### config.mk
export PLATFORM = sky130hd
export DESIGN_NAME = serial_adder
export DESIGN_NICKNAME = d
export VERILOG_FILES = /design/src/rtl/serial_adder_pkg.sv /design/src/rtl/serial_adder_bit_cell.sv /design/src/rtl/serial_adder.sv
export SDC_FILE = /design/constraint.sdc
export NUM_CORES = 1
export LEC_CHECK = 0
export BUFFER_PORTS_ARGS = -buffer_cell sky130_fd_sc_hd__clkbuf_2
export CAP_MARGIN = 20
export CORE_ASPECT_RATIO = 0.7
export CORE_UTILIZATION = 45
export CTS_CLUSTER_SIZE = 16
export DETAILED_ROUTE_END_ITERATION = 12
export PLACE_DENSITY = 0.75
export SYNTH_ARGS = -nofsm -noshare
export SYNTH_HDL_FRONTEND = slang
export SYNTH_HIERARCHICAL = 1
export SYNTH_SLANG_ARGS = --single-unit
### constraint.sdc
create_clock -name clk -period 1.5 [get_ports clk]
set_input_delay 0.3 -clock clk [delete_from_list [all_inputs] [get_ports clk]]
set_output_delay 0.3 -clock clk [all_outputs]
set_load 0.01 [all_outputs]
### src/rtl/serial_adder_pkg.sv
// Shared types and elaboration helpers for the bit-serial adder/subtractor.
// The FSM state type and the step/counter sizing live here so the top and bench agree.
package serial_adder_pkg;

    typedef enum logic [1:0] {
        IDLE = 2'd0,
        RUN  = 2'd1,
        DONE = 2'd2
    } state_t;

    // Number of RUN cycles needed to sweep the whole operand.
    function automatic int calc_steps(input int width, input int bits_per_cycle);
        return width / bits_per_cycle;
    endfunction

    // Step counter must be able to hold the value STEPS.
    function automatic int cnt_width(input int steps);
        return $clog2(steps + 1);
    endfunction

endpackage

### src/rtl/serial_adder_bit_cell.sv
// One full-adder bit cell; a chain of these forms the per-cycle ripple slice.
module adder_bit_cell (
    input  logic a,
    input  logic b,
    input  logic ci,
    output logic s,
    output logic co
);

    assign s  = a ^ b ^ ci;
    assign co = (a & b) | (ci & (a ^ b));

endmodule

### src/rtl/serial_adder.sv
// Multi-cycle adder/subtractor: a +/- b +/- cin, BITS_PER_CYCLE bits per step, LSB first.
// One ripple slice is reused every cycle; the carry is held in a register between steps.
module serial_adder
    import serial_adder_pkg::*;
#(
    parameter int WIDTH          = 8,
    parameter int BITS_PER_CYCLE = 1
) (
    input  logic             clk,
    input  logic             rst,
    input  logic             in_valid,
    output logic             in_ready,
    input  logic [WIDTH-1:0] a,
    input  logic [WIDTH-1:0] b,
    input  logic             cin,
    input  logic             sub,
    output logic             out_valid,
    input  logic             out_ready,
    output logic [WIDTH-1:0] sum,
    output logic             cout,
    output logic             overflow
);

    localparam int BPC   = BITS_PER_CYCLE;
    localparam int STEPS = calc_steps(WIDTH, BITS_PER_CYCLE);
    localparam int CNT_W = cnt_width(STEPS);

    generate
        if (WIDTH < 2 || BPC < 1 || (WIDTH % BPC) != 0) begin : g_param_check
            $error("serial_adder: WIDTH must be >= 2 and divisible by BITS_PER_CYCLE");
        end
    endgenerate

    state_t             state_reg;
    logic [CNT_W-1:0]   step_reg;
    logic [WIDTH-1:0]   a_sh_reg;
    logic [WIDTH-1:0]   b_sh_reg;
    logic [WIDTH-1:0]   result_reg;
    logic               carry_reg;
    logic               in_ready_reg;
    logic               out_valid_reg;
    logic               cout_reg;
    logic               overflow_reg;

    logic [BPC:0]       chain;
    logic [BPC-1:0]     slice_sum;
    logic [WIDTH+BPC-1:0] result_cat;
    logic [WIDTH-1:0]   result_next;

    assign chain[0] = carry_reg;

    generate
        for (genvar gi = 0; gi < BPC; gi++) begin : g_cell
            adder_bit_cell u_cell (
                .a  (a_sh_reg[gi]),
                .b  (b_sh_reg[gi]),
                .ci (chain[gi]),
                .s  (slice_sum[gi]),
                .co (chain[gi+1])
            );
        end
    endgenerate

    // New slice enters at the top; after STEPS shifts the LSB slice sits at bit 0.
    assign result_cat  = {slice_sum, result_reg};
    assign result_next = result_cat[WIDTH+BPC-1:BPC];

    always_ff @(posedge clk) begin
        if (rst) begin
            state_reg     <= IDLE;
            step_reg      <= '0;
            a_sh_reg      <= '0;
            b_sh_reg      <= '0;
            result_reg    <= '0;
            carry_reg     <= 1'b0;
            in_ready_reg  <= 1'b0;
            out_valid_reg <= 1'b0;
            cout_reg      <= 1'b0;
            overflow_reg  <= 1'b0;
        end else begin
            case (state_reg)
                IDLE: begin
                    in_ready_reg <= 1'b1;
                    if (in_valid && in_ready_reg) begin
                        // Subtraction is a + ~b + ~borrow.
                        a_sh_reg     <= a;
                        b_sh_reg     <= sub ? ~b : b;
                        carry_reg    <= cin ^ sub;
                        step_reg     <= '0;
                        in_ready_reg <= 1'b0;
                        state_reg    <= RUN;
                    end
                end
                RUN: begin
                    result_reg <= result_next;
                    a_sh_reg   <= a_sh_reg >> BPC;
                    b_sh_reg   <= b_sh_reg >> BPC;
                    carry_reg  <= chain[BPC];
                    if (step_reg == CNT_W'(STEPS - 1)) begin
                        step_reg      <= '0;
                        cout_reg      <= chain[BPC];
                        overflow_reg  <= chain[BPC-1] ^ chain[BPC];
                        out_valid_reg <= 1'b1;
                        state_reg     <= DONE;
                    end else begin
                        step_reg <= step_reg + CNT_W'(1);
                    end
                end
                DONE: begin
                    if (out_ready) begin
                        out_valid_reg <= 1'b0;
                        in_ready_reg  <= 1'b1;
                        state_reg     <= IDLE;
                    end
                end
                default: begin
                    in_ready_reg  <= 1'b0;
                    out_valid_reg <= 1'b0;
                    state_reg     <= IDLE;
                end
            endcase
        end
    end

    assign in_ready  = in_ready_reg;
    assign out_valid = out_valid_reg;
    assign sum       = result_reg;
    assign cout      = cout_reg;
    assign overflow  = overflow_reg;

endmodule

==> qor.json, run 1 <==
{
  "status": {"value": "complete, no violations"},
  "floorplan.initialDensity": {"value": 48.7, "unit": "%"},
  "postSynthAreaPerCell": {"value": 8.95, "unit": "um^2"},
  "worst-setup-path-type": {"value": "flop to flop"},
  "total_net_switching_power": {"value": 0.000491, "unit": "W"},
  "tritoncts_clock_tree": {"value": "built"},
  "finalWirelength": {"value": 3330, "unit": "um"},
  "maximum_number_of_pins_on_one_net_before_global_route_repair": {"value": 19},
  "synth_mux_area_share": {"value": 4.42, "unit": "%"},
  "vias": {"value": 1393},
  "grt_pass1_wl": {"value": 5600, "unit": "um"},
  "place.detailed.instances": {"value": 251},
  "cts_root_buffer": {"value": "clkbuf_8"},
  "cts-buffers-inserted": {"value": 5},
  "cp_data_required_time": {"value": 1.71, "unit": "ns"},
  "post-dp-hpwl": {"value": 2310, "unit": "um"},
  "flip_flop_cell_with_the_highest_count_after_synthesis": {"value": "dfxtp_1"},
  "route.detailed.wl_per_inst": {"value": 12.7, "unit": "um"},
  "synth_simple_gate_area_share": {"value": 11.8, "unit": "%"},
  "vdd_ir_drop_max": {"value": 0.652, "unit": "mV"},
  "worst_slew_margin_rel": {"value": 72.0, "unit": "%"},
  "tightestPinTransition": {"value": 0.420, "unit": "ns"},
  "rsz0062_at_grt": {"value": "no"},
  "cts-htree-levels": {"value": 2},
  "power_frac_clock": {"value": 36.4, "unit": "%"},
  "die-area": {"value": 3770, "unit": "um^2"},
  "yosysSeqAreaShare": {"value": 44.2, "unit": "%"},
  "grt_pass1_vias": {"value": 1298},
  "area.growth.synth_to_final": {"value": 22.1, "unit": "%"},
  "critPathMaxFanout": {"value": 4},
  "synth_fp_nets": {"value": 201},
  "numClockSinks": {"value": 35},
  "drt-vias-per-instance": {"value": 5.34},
  "placementRows": {"value": 17},
  "post-route-min-period": {"value": 1.42, "unit": "ns"},
  "layout-drive-gt1-share": {"value": 27.6, "unit": "%"},
  "finClkSkew": {"value": 0.00288, "unit": "ns"},
  "place_congestion": {"value": 0.747},
  "power_leakage": {"value": 0.780, "unit": "nW"},
  "edff_count_synth": {"value": 0},
  "buffer_ports.inserted": {"value": 33},
  "clkLatencyLatePin": {"value": 0.28, "unit": "ns"},
  "worst_ep_arrival_time": {"value": 1.63, "unit": "ns"},
  "timing.setup.tns": {"value": 0, "unit": "ns"},
  "cellInternalPower": {"value": 0.00152, "unit": "W"},
  "drt_iter0_drc": {"value": 69},
  "worst_setup_path_start_kind": {"value": "flop"},
  "cts.reportedPaths.clkPinSlew": {"value": 0.07, "unit": "ns"},
  "synthXorXnorAreaFrac": {"value": 5.53, "unit": "%"},
  "combinationalPowerShare": {"value": 13.2, "unit": "%"},
  "cap_violations": {"value": 0},
  "postSynthCellCount": {"value": 177},
  "ys_async_sr_fraction": {"value": 0, "unit": "%"},
  "design.core.area": {"value": 3250, "unit": "um^2"},
  "synth-adder-area-share": {"value": 2.05, "unit": "%"},
  "power_frac_seq": {"value": 50.4, "unit": "%"},
  "final_cells": {"value": 261},
  "detail_route.drc_violations": {"value": 0},
  "synth-compound-area-share": {"value": 26.1, "unit": "%"},
  "finalHoldViolations": {"value": 0},
  "switching_share": {"value": 24.4, "unit": "%"},
  "postSynthRegisterBits": {"value": 35},
  "nNetsFinal": {"value": 237},
  "post_synth_num_cell_types": {"value": 31},
  "antenna-diode-count": {"value": 0},
  "grt.total_usage": {"value": 19.6, "unit": "%"},
  "route.antenna.remaining_nets": {"value": 0},
  "power.density": {"value": 1040, "unit": "nW/um^2"},
  "main_combinational_cell_family_by_area_after_synthesis": {"value": "compound AO/OA/AOI/OAI gates"},
  "ys.warnings.count": {"value": 6},
  "die_height": {"value": 51.6, "unit": "um"},
  "grt_remaining_overflow": {"value": 0},
  "fp.dieW": {"value": 72.9, "unit": "um"},
  "part_of_the_cycle_the_worst_path_needs": {"value": 94.9, "unit": "%"},
  "ioPinCount": {"value": 34},
  "timing.hold.worst.class": {"value": "primary input to flop"},
  "finalSetupViolCount": {"value": 0},
  "number_of_antenna_violations_at_the_first_check_in_global_routing": {"value": 0},
  "buffer_depth_of_the_longest_clock_path": {"value": 2},
  "detail_route.first_pass.iterations": {"value": 5},
  "syn-cell-area": {"value": 1580, "unit": "um^2"},
  "final_report_max_slew_violation_count": {"value": 0},
  "max_freq": {"value": 0.703, "unit": "GHz"},
  "setup.worst_path.end_class": {"value": "flop"}
}
## final timing paths
kind	slack [ns]	endpoint	startpoint	depth (start not counted)
setup / recovery	0.08	step_reg[3]	step_reg[0]	4
hold / removal	0.24	a_sh_reg[7]	a[7]	3
setup reg to reg	0.08	step_reg[3]	step_reg[0]	4
hold reg to reg	0.46	sum[0]	sum[0]	2
## layer usage
metal	track usage [%]	up-vias	routed length, um
met5	0	-	0
met4	6.86	0	30
met3	5.23	5	191
li1	-	711	-
met1	24.8	642	1600
met2	32.6	35	1500
## Yosys cell counts (all sizes together) (3+ instances only)
library cell	number	area, um^2
dfxtp	35	701
a21oi	33	165
nand2	20	75.1
o21ai	14	70.1
buf	11	67.6
a22oi	8	60.1
a311oi	8	70.1
xor2	8	70.1
mux2i	7	70.1
clkbuf	5	18.8
nand2b	3	26.3
nand3	3	15.0
nor2	3	11.3
## layout make-up
| type | count | area, um^2 |
|---|---|---|
| fill | 296 | 1320 |
| multi-input combinational | 124 | 810 |
| sequential | 35 | 703 |
| timing repair buffer | 45 | 255 |
| clock buffer | 8 | 100 |
| tap | 47 | 58.8 |
| inverter | 2 | 7.51 |
## worst max-delay path, stage by stage, from the launching register on
cell,delay (ns)
dfxtp_2,0.34
ha_4,0.16
and3b_2,0.21
or4_1,0.47
a31oi_1,0.17
## power groups by stage
stage	Combinational (W)	Clock, W	Sequential (W)
final	0.000266	0.000732	0.00101
after global routing	0.000295	0.000794	0.00102
after CTS	0.000263	0.000755	0.00101
after detailed placement	0.000261	0	0.00103
after global placement	0.000259	0	0.00103
after floorplan	0.000188	0	0.00103
## placed cells by master, fill, tap and decap left out, drive strengths merged
cell type,netlist,routed
a2111oi,2,2
a21o,1,1
a21oi,33,33
a22oi,8,8
a311o,1,1
a311oi,8,8
a31oi,2,2
and2b,1,1
and3b,2,2
and4bb,1,1
buf,11,12
clkbuf,5,41
dfxtp,35,35
fa,1,1
ha,1,1
inv,2,2
mux2i,7,7
nand2,20,20
nand2b,3,3
nand3,3,3
nand3b,1,1
nor2,3,3
o21ai,14,14
or3,1,1
or4,1,1
xnor2,2,2
xor2,8,8
## logic make-up after synthesis
family	after synthesis
compound gates	69
xor+xnor	10
fa+ha+maj	2
buf+inv	18
flops	35
mux	7
simple gates	36
## metrics by stage
stage | area (um^2) | setup WS [ns] | hold slack [ns] | power (W) | util, %
floorplan | 1580 | 0.101 | 0.440 | 0.00121 | -
global placement | 1800 | 0.0829 | 0.447 | 0.00129 | 55.2
detailed placement | 1800 | 0.0389 | 0.451 | 0.00129 | 55.2
CTS | 1900 | 0.00582 | 0.233 | 0.00203 | 58.3
global route | 1930 | 0.0135 | 0.246 | 0.00211 | 59.4
finish | 1930 | 0.0772 | 0.236 | 0.00201 | 59.4
## timing repair
action / CTS / global route
gates resized for setup: 0 / 8
setup endpoints to repair: 0 / 18
hold buffers: 0 / 0
setup buffers: 0 / 2
Note: power is estimated with default switching activity, not from simulation.
==> inputs of run 2 (changes only) <==
- PLACE_DENSITY: 0.75 -> 0.7
==> qor.json, run 2 (synthesis results as in run 1) <==
{
  "status": {"value": "complete, no violations"},
  "place.detailed.instances": {"value": 250},
  "rsz0062_at_grt": {"value": "yes"},
  "combinationalPowerShare": {"value": 14.4, "unit": "%"},
  "vias": {"value": 1404},
  "most_frequent_cells_in_the_layout": {"value": "dfxtp_1, a21oi_1, clkbuf_2"},
  "power_frac_seq": {"value": 53.8, "unit": "%"},
  "buffer_ports.inserted": {"value": 33},
  "cellInternalPower": {"value": 0.00141, "unit": "W"},
  "timing.setup.tns": {"value": 0, "unit": "ns"},
  "maximum_number_of_pins_on_one_net_before_global_route_repair": {"value": 21},
  "tritoncts_clock_tree": {"value": "built"},
  "final_report_max_slew_violation_count": {"value": 0},
  "detail_route.drc_violations": {"value": 0},
  "clkLatencyLatePin": {"value": 0.27, "unit": "ns"},
  "route.antenna.remaining_nets": {"value": 0},
  "worst-setup-path-type": {"value": "flop to flop"},
  "cts-buffers-inserted": {"value": 5},
  "nNetsFinal": {"value": 234},
  "fillers": {"value": 314},
  "finClkSkew": {"value": 0.00357, "unit": "ns"},
  "setup.worst_path.end_class": {"value": "flop"},
  "area.growth.synth_to_final": {"value": 18.7, "unit": "%"},
  "post-route-min-period": {"value": 1.42, "unit": "ns"},
  "cts.reportedPaths.clkPinSlew": {"value": 0.06, "unit": "ns"},
  "grt_remaining_overflow": {"value": 0},
  "total_net_switching_power": {"value": 0.000471, "unit": "W"},
  "fp.dieW": {"value": 72.9, "unit": "um"},
  "switching_share": {"value": 25.0, "unit": "%"},
  "tightestPinTransition": {"value": 0.418, "unit": "ns"},
  "worst_slew_margin_rel": {"value": 72.1, "unit": "%"},
  "part_of_the_cycle_the_worst_path_needs": {"value": 94.7, "unit": "%"},
  "ioPinCount": {"value": 34},
  "place_congestion": {"value": 0.767},
  "die-area": {"value": 3770, "unit": "um^2"},
  "grt.total_usage": {"value": 20.1, "unit": "%"},
  "layout-drive-gt1-share": {"value": 25.4, "unit": "%"},
  "buffer_depth_of_the_longest_clock_path": {"value": 2},
  "power_frac_clock": {"value": 31.8, "unit": "%"},
  "post-dp-hpwl": {"value": 2500, "unit": "um"},
  "grt_pass1_wl": {"value": 5780, "unit": "um"},
  "number_of_antenna_violations_at_the_first_check_in_global_routing": {"value": 0},
  "finalSetupViolCount": {"value": 0},
  "power.density": {"value": 1000, "unit": "nW/um^2"},
  "power_leakage": {"value": 0.751, "unit": "nW"},
  "final_common_cell": {"value": "dfxtp_1"},
  "finish.instance_area": {"value": 1880, "unit": "um^2"},
  "detail_route.first_pass.iterations": {"value": 4},
  "final_cells": {"value": 256},
  "vdd_ir_drop_max": {"value": 0.585, "unit": "mV"},
  "drt-vias-per-instance": {"value": 5.48},
  "cap_violations": {"value": 0},
  "numClockSinks": {"value": 35},
  "post_cts_hold_buffer_count": {"value": 0},
  "timing.hold.worst.class": {"value": "primary input to flop"},
  "cts_root_buffer": {"value": "clkbuf_8"},
  "worst_setup_path_start_kind": {"value": "flop"},
  "worst_ep_arrival_time": {"value": 1.62, "unit": "ns"},
  "route.detailed.wl_per_inst": {"value": 13.5, "unit": "um"},
  "cp_data_required_time": {"value": 1.70, "unit": "ns"},
  "antenna-diode-count": {"value": 0},
  "placementRows": {"value": 17},
  "drt_iter0_drc": {"value": 39},
  "grt_pass1_vias": {"value": 1327},
  "finalWirelength": {"value": 3460, "unit": "um"},
  "design.core.area": {"value": 3250, "unit": "um^2"},
  "cts-htree-levels": {"value": 2},
  "max_freq": {"value": 0.704, "unit": "GHz"},
  "finalHoldViolations": {"value": 0},
  "floorplan.initialDensity": {"value": 48.7, "unit": "%"},
  "critPathMaxFanout": {"value": 4},
  "design_power_total": {"value": 0.00188, "unit": "W"},
  "die_height": {"value": 51.6, "unit": "um"},
  "dpl_cell_area": {"value": 1800, "unit": "um^2"}
}
==> run 2: path summary, 6_finish.rpt <==
kind,startpoint,end,slack [ns],cells past startpoint
min,a[7],a_sh_reg[7],0.28,3
max reg2reg,step_reg[0],step_reg[3],0.08,4
max,step_reg[0],step_reg[3],0.08,4
min reg2reg,sum[0],sum[0],0.46,2
==> run 2: worst max-delay path, stage by stage (launching register included) <==
cell and delay [ns]:
dfxtp_1 0.33, ha_2 0.21, and3b_1 0.21, or4_1 0.47
a31oi_1 0.13
==> run 2: stage by stage <==
step	hold slack (ns)	util (%)	worst slack (ns)
after floorplan	0.440	-	0.101
after global placement	0.445	55.4	0.0921
after detailed placement	0.451	55.4	0.0372
after CTS	0.271	57.6	0.0361
after global routing	0.304	57.8	-0.00660
final	0.276	57.8	0.0794
==> run 2: area by class of cell <==
cell class	count	area, um^2	area share [%]
repair buffers	42	245	13.0
well taps	47	58.8	3.13
multi-input cells	124	795	42.2
inverters	2	7.51	0.399
flip-flops and latches	35	702	37.3
clock buffers	6	72.6	3.86
==> run 2: per-layer routing <==
metal,global-route usage [%],part of all wire [%],wire (um),vias to the layer above
met5,0,0,0,-
met4,5.88,0,0,0
met3,5.23,5.3,183,0
met2,33.8,47,1630,39
met1,25.4,48,1650,659
li1,-,-,-,706
==> run 2: repair_timing <==
| action | in CTS | in global routing |
|---|---|---|
| endpoints found under the setup margin | 0 | 7 |
| setup buffers | 0 | 0 |
| resized for setup | 0 | 4 |
==> run 2: power by group through the flow <==
stage / Sequential [W] / Clock, W / Combinational, W
5_1_grt: 0.00102 / 0.000656 / 0.000302
2_1_floorplan: 0.00103 / 0 / 0.000188
3_3_place_gp: 0.00103 / 0 / 0.000257
6_report: 0.00101 / 0.000599 / 0.000271
4_1_cts: 0.00101 / 0.000619 / 0.000268
3_5_place_dp: 0.00103 / 0 / 0.000266
